[src/rtl/fifo_upsizer.sv]
// Pops RATIO narrow words from a non-fall-through FIFO and packs them into one wide valid/ready beat.
// A flush emits a partial beat with a lane mask. Define FIFO_UPSIZER_STATS_EN to enable the beats_o counter.
module fifo_upsizer #(
  parameter int DATA_WIDTH = 32,
  parameter int RATIO      = 4,
  parameter int CNT_W      = $clog2(RATIO) + 1
) (
  input  logic                        clk_i,
  input  logic                        rst_i,
  input  logic                        clr_i,
  input  logic                        fifo_empty_i,
  input  logic [DATA_WIDTH-1:0]       fifo_data_i,
  output logic                        fifo_pop_o,
  input  logic                        flush_i,
  output logic                        valid_o,
  input  logic                        ready_i,
  output logic [DATA_WIDTH*RATIO-1:0] data_o,
  output logic [RATIO-1:0]            keep_o,
  output logic [31:0]                 beats_o
);

  typedef enum logic {FILL = 1'b0, SEND = 1'b1} state_e;

  state_e                      state_q, state_d;
  logic [CNT_W-1:0]            cnt_q, cnt_d, cnt_n;
  logic [DATA_WIDTH*RATIO-1:0] pack_q, pack_d;
  logic [RATIO-1:0]            keep_q, keep_d;
  logic                        pop_ok;

  // In SEND a pop is only allowed when the current beat leaves this cycle.
  assign pop_ok     = ~fifo_empty_i & ((state_q == FILL) | ready_i);
  assign fifo_pop_o = pop_ok & ~rst_i;

  always_comb begin
    // NOTE: every always_comb output gets a default first so no path leaves it unassigned (no latch).
    state_d = state_q;
    cnt_d   = cnt_q;
    pack_d  = pack_q;
    keep_d  = keep_q;
    cnt_n   = cnt_q + {{(CNT_W-1){1'b0}}, pop_ok};

    if (state_q == FILL) begin
      if (pop_ok) begin
        for (int k = 0; k < RATIO; k++) begin
          if (cnt_q == CNT_W'(k)) begin
            pack_d[k*DATA_WIDTH +: DATA_WIDTH] = fifo_data_i;
            keep_d[k]                          = 1'b1;
          end
        end
        cnt_d = cnt_n;
      end
      if (cnt_n == CNT_W'(RATIO)) begin
        state_d = SEND;
      end else if (flush_i && (cnt_n != '0)) begin
        state_d = SEND;
      end
    end else if (ready_i) begin
      // Beat leaves; a word popped in the same cycle starts the next beat in lane 0.
      state_d = FILL;
      pack_d  = '0;
      keep_d  = '0;
      cnt_d   = '0;
      if (pop_ok) begin
        pack_d[DATA_WIDTH-1:0] = fifo_data_i;
        keep_d[0]              = 1'b1;
        cnt_d                  = CNT_W'(1);
      end
    end
  end

  // NOTE: sequential state uses non-blocking assignments only, so every flop samples pre-edge values.
  always_ff @(posedge clk_i or posedge rst_i) begin
    if (rst_i) begin
      state_q <= FILL;
      cnt_q   <= '0;
      pack_q  <= '0;
      keep_q  <= '0;
    end else if (clr_i) begin
      state_q <= FILL;
      cnt_q   <= '0;
      pack_q  <= '0;
      keep_q  <= '0;
    end else begin
      state_q <= state_d;
      cnt_q   <= cnt_d;
      pack_q  <= pack_d;
      keep_q  <= keep_d;
    end
  end

  assign valid_o = (state_q == SEND);
  assign data_o  = pack_q;
  assign keep_o  = keep_q;

`ifdef FIFO_UPSIZER_STATS_EN
  logic [31:0] beats_q;

  always_ff @(posedge clk_i or posedge rst_i) begin
    if (rst_i) begin
      beats_q <= '0;
    end else if (clr_i) begin
      beats_q <= '0;
    end else if (valid_o && ready_i && (beats_q != 32'hFFFF_FFFF)) begin
      beats_q <= beats_q + 32'd1;
    end
  end

  assign beats_o = beats_q;
`else
  assign beats_o = '0;
`endif

endmodule
[config.mk]
export PLATFORM = sky130hd
export DESIGN_NAME = fifo_upsizer
export DESIGN_NICKNAME = d
export VERILOG_FILES = /design/src/rtl/fifo_upsizer.sv
export SDC_FILE = /design/constraint.sdc
export NUM_CORES = 1
export LEC_CHECK = 0
export CAP_MARGIN = 40
export CORE_ASPECT_RATIO = 0.8
export CORE_MARGIN = 10
export CORE_UTILIZATION = 30
export DETAILED_ROUTE_END_ITERATION = 8
export MAX_ROUTING_LAYER = met4
export SLEW_MARGIN = 10
export SYNTH_ARGS = -nofsm -noshare
export SYNTH_HDL_FRONTEND = slang
export SYNTH_SLANG_ARGS = --single-unit
[constraint.sdc]
create_clock -name clk_i -period 13.4 [get_ports clk_i]
set_input_delay 2.01 -clock clk_i [delete_from_list [all_inputs] [get_ports clk_i]]
set_output_delay 2.01 -clock clk_i [all_outputs]
set_load 0.01 [all_outputs]
==> impl_metrics.env <==
export IMPL_hp_class="flop to flop"
export IMPL_drv_slew=0
export IMPL_cts_made_buffers=17
export IMPL_p_total_mw=1.27
export IMPL_drt_first_pass_iters=4
export IMPL_io_buffers=171
export IMPL_synth_adder_area_share_pct=0.197
export IMPL_path_class="primary input to output port"
export IMPL_synthMuxAreaShare_pct=16.6
export IMPL_ys_flop_type="dfrtp_1"
export IMPL_finalSetupTns_ps=0
export IMPL_routed_wirelength_um=19300
export IMPL_routabilityCongestion=0.771
export IMPL_grt_first_pass_wirelength_um=30000
export IMPL_grt_pass1_vias=4968
export IMPL_holdWs_ps=503
export IMPL_ctsHtreeMaxLevel=4
export IMPL_syn_inst=518
export IMPL_synth_seq_cells=136
export IMPL_worst_pin_slew_ps=833
export IMPL_power_density_nw_per_um2=144
export IMPL_arrival_ps=3790
export IMPL_fmax_mhz=172
export IMPL_fin_skew_ps=7.65
export IMPL_drtIter0Drc=253
export IMPL_relSlewSlack_pct=44.3
export IMPL_cts_setup_buffers=0
export IMPL_core_um2=20800
export IMPL_crit_top_cell="clkdlybuf4s50_1"
export IMPL_synth_area_top_cells="dfrtp_1 (54%), mux2_4 (14%), buf_4 (4.5%)"
export IMPL_nNetsFinal=721
export IMPL_overflow=0
export IMPL_start_util_pct=30.6
export IMPL_path_cells="clkdlybuf4s50_1 -> nor2b_1 -> nor3_1 -> clkdlybuf4s50_1"
export IMPL_netlist_area_leader_share_pct=53.6
export IMPL_die_h_um=150
export IMPL_routedWlPerCell_um=20.1
export IMPL_path_buf_inv=2
export IMPL_hold_buffers=0
export IMPL_dp_hpwl_um=14200
export IMPL_cp_start_kind="primary input"
export IMPL_cts_resized=0
export IMPL_ys_types=41
export IMPL_clkSinkCount=136
export IMPL_synth_top_cell_by_area="dfrtp_1"
export IMPL_slowest_stage="nor2b_1"
export IMPL_synth_xor_area_share_pct=0.138
export IMPL_placed_area_um2=8240
export IMPL_grt_usage_pct=14.5
export IMPL_ys_seq_area_share_pct=53.6
export IMPL_synth_top_family_by_area="multiplexers"
export IMPL_setup_viol=0
export IMPL_clockRootBuffer="clkbuf_16"
export IMPL_ys_warn_count=0
export IMPL_cp_max_fo=10
export IMPL_antenna_found_initial=0
export IMPL_ys_async_sr_fraction_pct=100
export IMPL_num_rows=47
export IMPL_clk_latency_ps=410
export IMPL_period_needed_ps=5800
export IMPL_worstSetupEndpointType="output port"
export IMPL_yosys_area_share_simple_pct=9.35
export IMPL_ios=204
export IMPL_synth_edf_count=0
export IMPL_dieArea_um2=27400
export IMPL_num_antenna_cells=0
export IMPL_p_leak_nw=3.94
export IMPL_area_growth_pct=39.2
export IMPL_required_ps=11390
export IMPL_num_vias=4469
export IMPL_cpPeakStageDelay_ps=650
export IMPL_status="finished, final reports clean"
export IMPL_synth_area_um2=6350
export IMPL_grt_max_degree=69
export IMPL_crit_family="buffers and inverters"
export IMPL_nFillCells=1930
export IMPL_rsz0062_at_grt="false"
export IMPL_path_clk_slew_ps=60
export IMPL_final_util_pct=42.6
export IMPL_viasPerCell=4.64
export IMPL_drv_cap=0
export IMPL_ir_worst_vdd_v=0.0000702
export IMPL_drc_errors=0
export IMPL_cts_buffer_depth=2
export IMPL_ant_nets=0
export IMPL_synth_avg_cell_area_um2=12.3
export IMPL_fin_crit_sh_pct=43.3
export IMPL_hold_violations=0
export IMPL_synth_compound_area_share_pct=12.2
export IMPL_cts_tree="done"
export IMPL_die_x_um=183
export IMPL_drive_gt1_share_pct=21.0
export IMPL_design_area_um2=8850
[cells in the mapped netlist, types with 2 or more instances]
master    count
buf_6        12
nor3_1        3
a22oi_1      32
nand2b_1      2
o21a_1        2
inv_1         2
nor2_1       38
nand2_1      35
buf_4        38
a21oi_1       4
o21ai_1      10
o21ai_0      39
and2_1       32
mux2_2       12
mux2_4       59
o21ai_2      20
dfrtp_1     136
a21oi_4       3
clkbuf_1     17
[registers in the layout (all words and copies together) (netlist names)]
register,cells
valid_o,1
cnt_q,3
keep_o,4
data_o,128
[layout make-up]
cell class	instances	area (um^2)	area share, %
Inverter	3	16.3	0.184
Timing Repair Buffer	182	1900	21.5
Multi-Input combinational cell	342	2580	29.2
Sequential cell	136	3400	38.5
Tap cell	269	337	3.80
Clock inverter	12	149	1.68
Clock buffer	20	457	5.16
[path summary, 6_finish.rpt]
kind	from	to	slack [ps]	cells after the start
min reg2reg	keep_o[2]$_DFFE_PP0P_	keep_o[2]$_DFFE_PP0P_	500	1
max in group asynchronous	rst_i	keep_o[2]$_DFFE_PP0P_	10280	4
max	ready_i	fifo_pop_o	7600	4
min	keep_o[2]$_DFFE_PP0P_	keep_o[2]$_DFFE_PP0P_	500	1
max reg2reg	valid_o$_DFF_PP0_	keep_o[0]$_DFFE_PP0P_	10350	6
min in group asynchronous	rst_i	cnt_q[0]$_DFFE_PP0P_	2080	2
[cells by family after synthesis]
group	after synthesis
muxes	73
AOI/OAI and AO/OA	114
other	1
xor gates and xnor gates	1
DFF	136
and+or+nand+nor	121
adders and majority gates	1
buffers and inverters	71
[per-layer routing]
metal  vias to the layer above  track usage (%)  wire length (um)
met1                      2243             17.7              8850
met2                       153             21.8              8830
met5                         -                -                 0
li1                       2060                -                 -
met4                         0             3.61               155
met3                        13             6.00              1500
[stage by stage]
step / instances / worst slack, ps
after global routing: 964 / 7460
final: 964 / 7600
after detailed placement: 932 / 7580
after floorplan: 549 / 7750
after global placement: 925 / 7610
after CTS: 964 / 7590
[layout by cell type (no fill, tap or decap), types with 2 or more instances in the layout]
cell / netlist / final
o21ai_2: 20 / 20
clkbuf_8: 0 / 2
buf_4: 38 / 4
nand2b_1: 2 / 2
inv_6: 0 / 2
clkinv_4: 0 / 2
buf_8: 0 / 2
nand2_1: 35 / 35
o21a_1: 2 / 2
clkdlybuf4s50_1: 0 / 170
dfrtp_1: 136 / 136
nor2_1: 38 / 37
mux2_4: 59 / 59
conb_1: 1 / 32
and2_1: 32 / 32
clkbuf_16: 0 / 17
bufinv_16: 0 / 3
mux2_2: 12 / 12
a22oi_1: 32 / 32
a21oi_1: 4 / 4
a21oi_4: 3 / 4
o21ai_0: 39 / 39
clkinv_2: 0 / 5
o21ai_1: 10 / 10
nor3_1: 3 / 3
buf_16: 0 / 5
[report_power, final]
group	switching, mW	internal (mW)
Combinational	0.133	0.163
Sequential	0.0324	0.458
Clock	0.182	0.302
Total	0.348	0.923
[worst reg2reg max path, stage by stage, from the launching register on]
cell and delay, ps:
dfrtp_1 560, nor2_4 490, buf_16 220, o31a_1 640, or2_2 230, buf_4 450, mux2_4 360
Note: power is estimated with default switching activity, not from simulation.
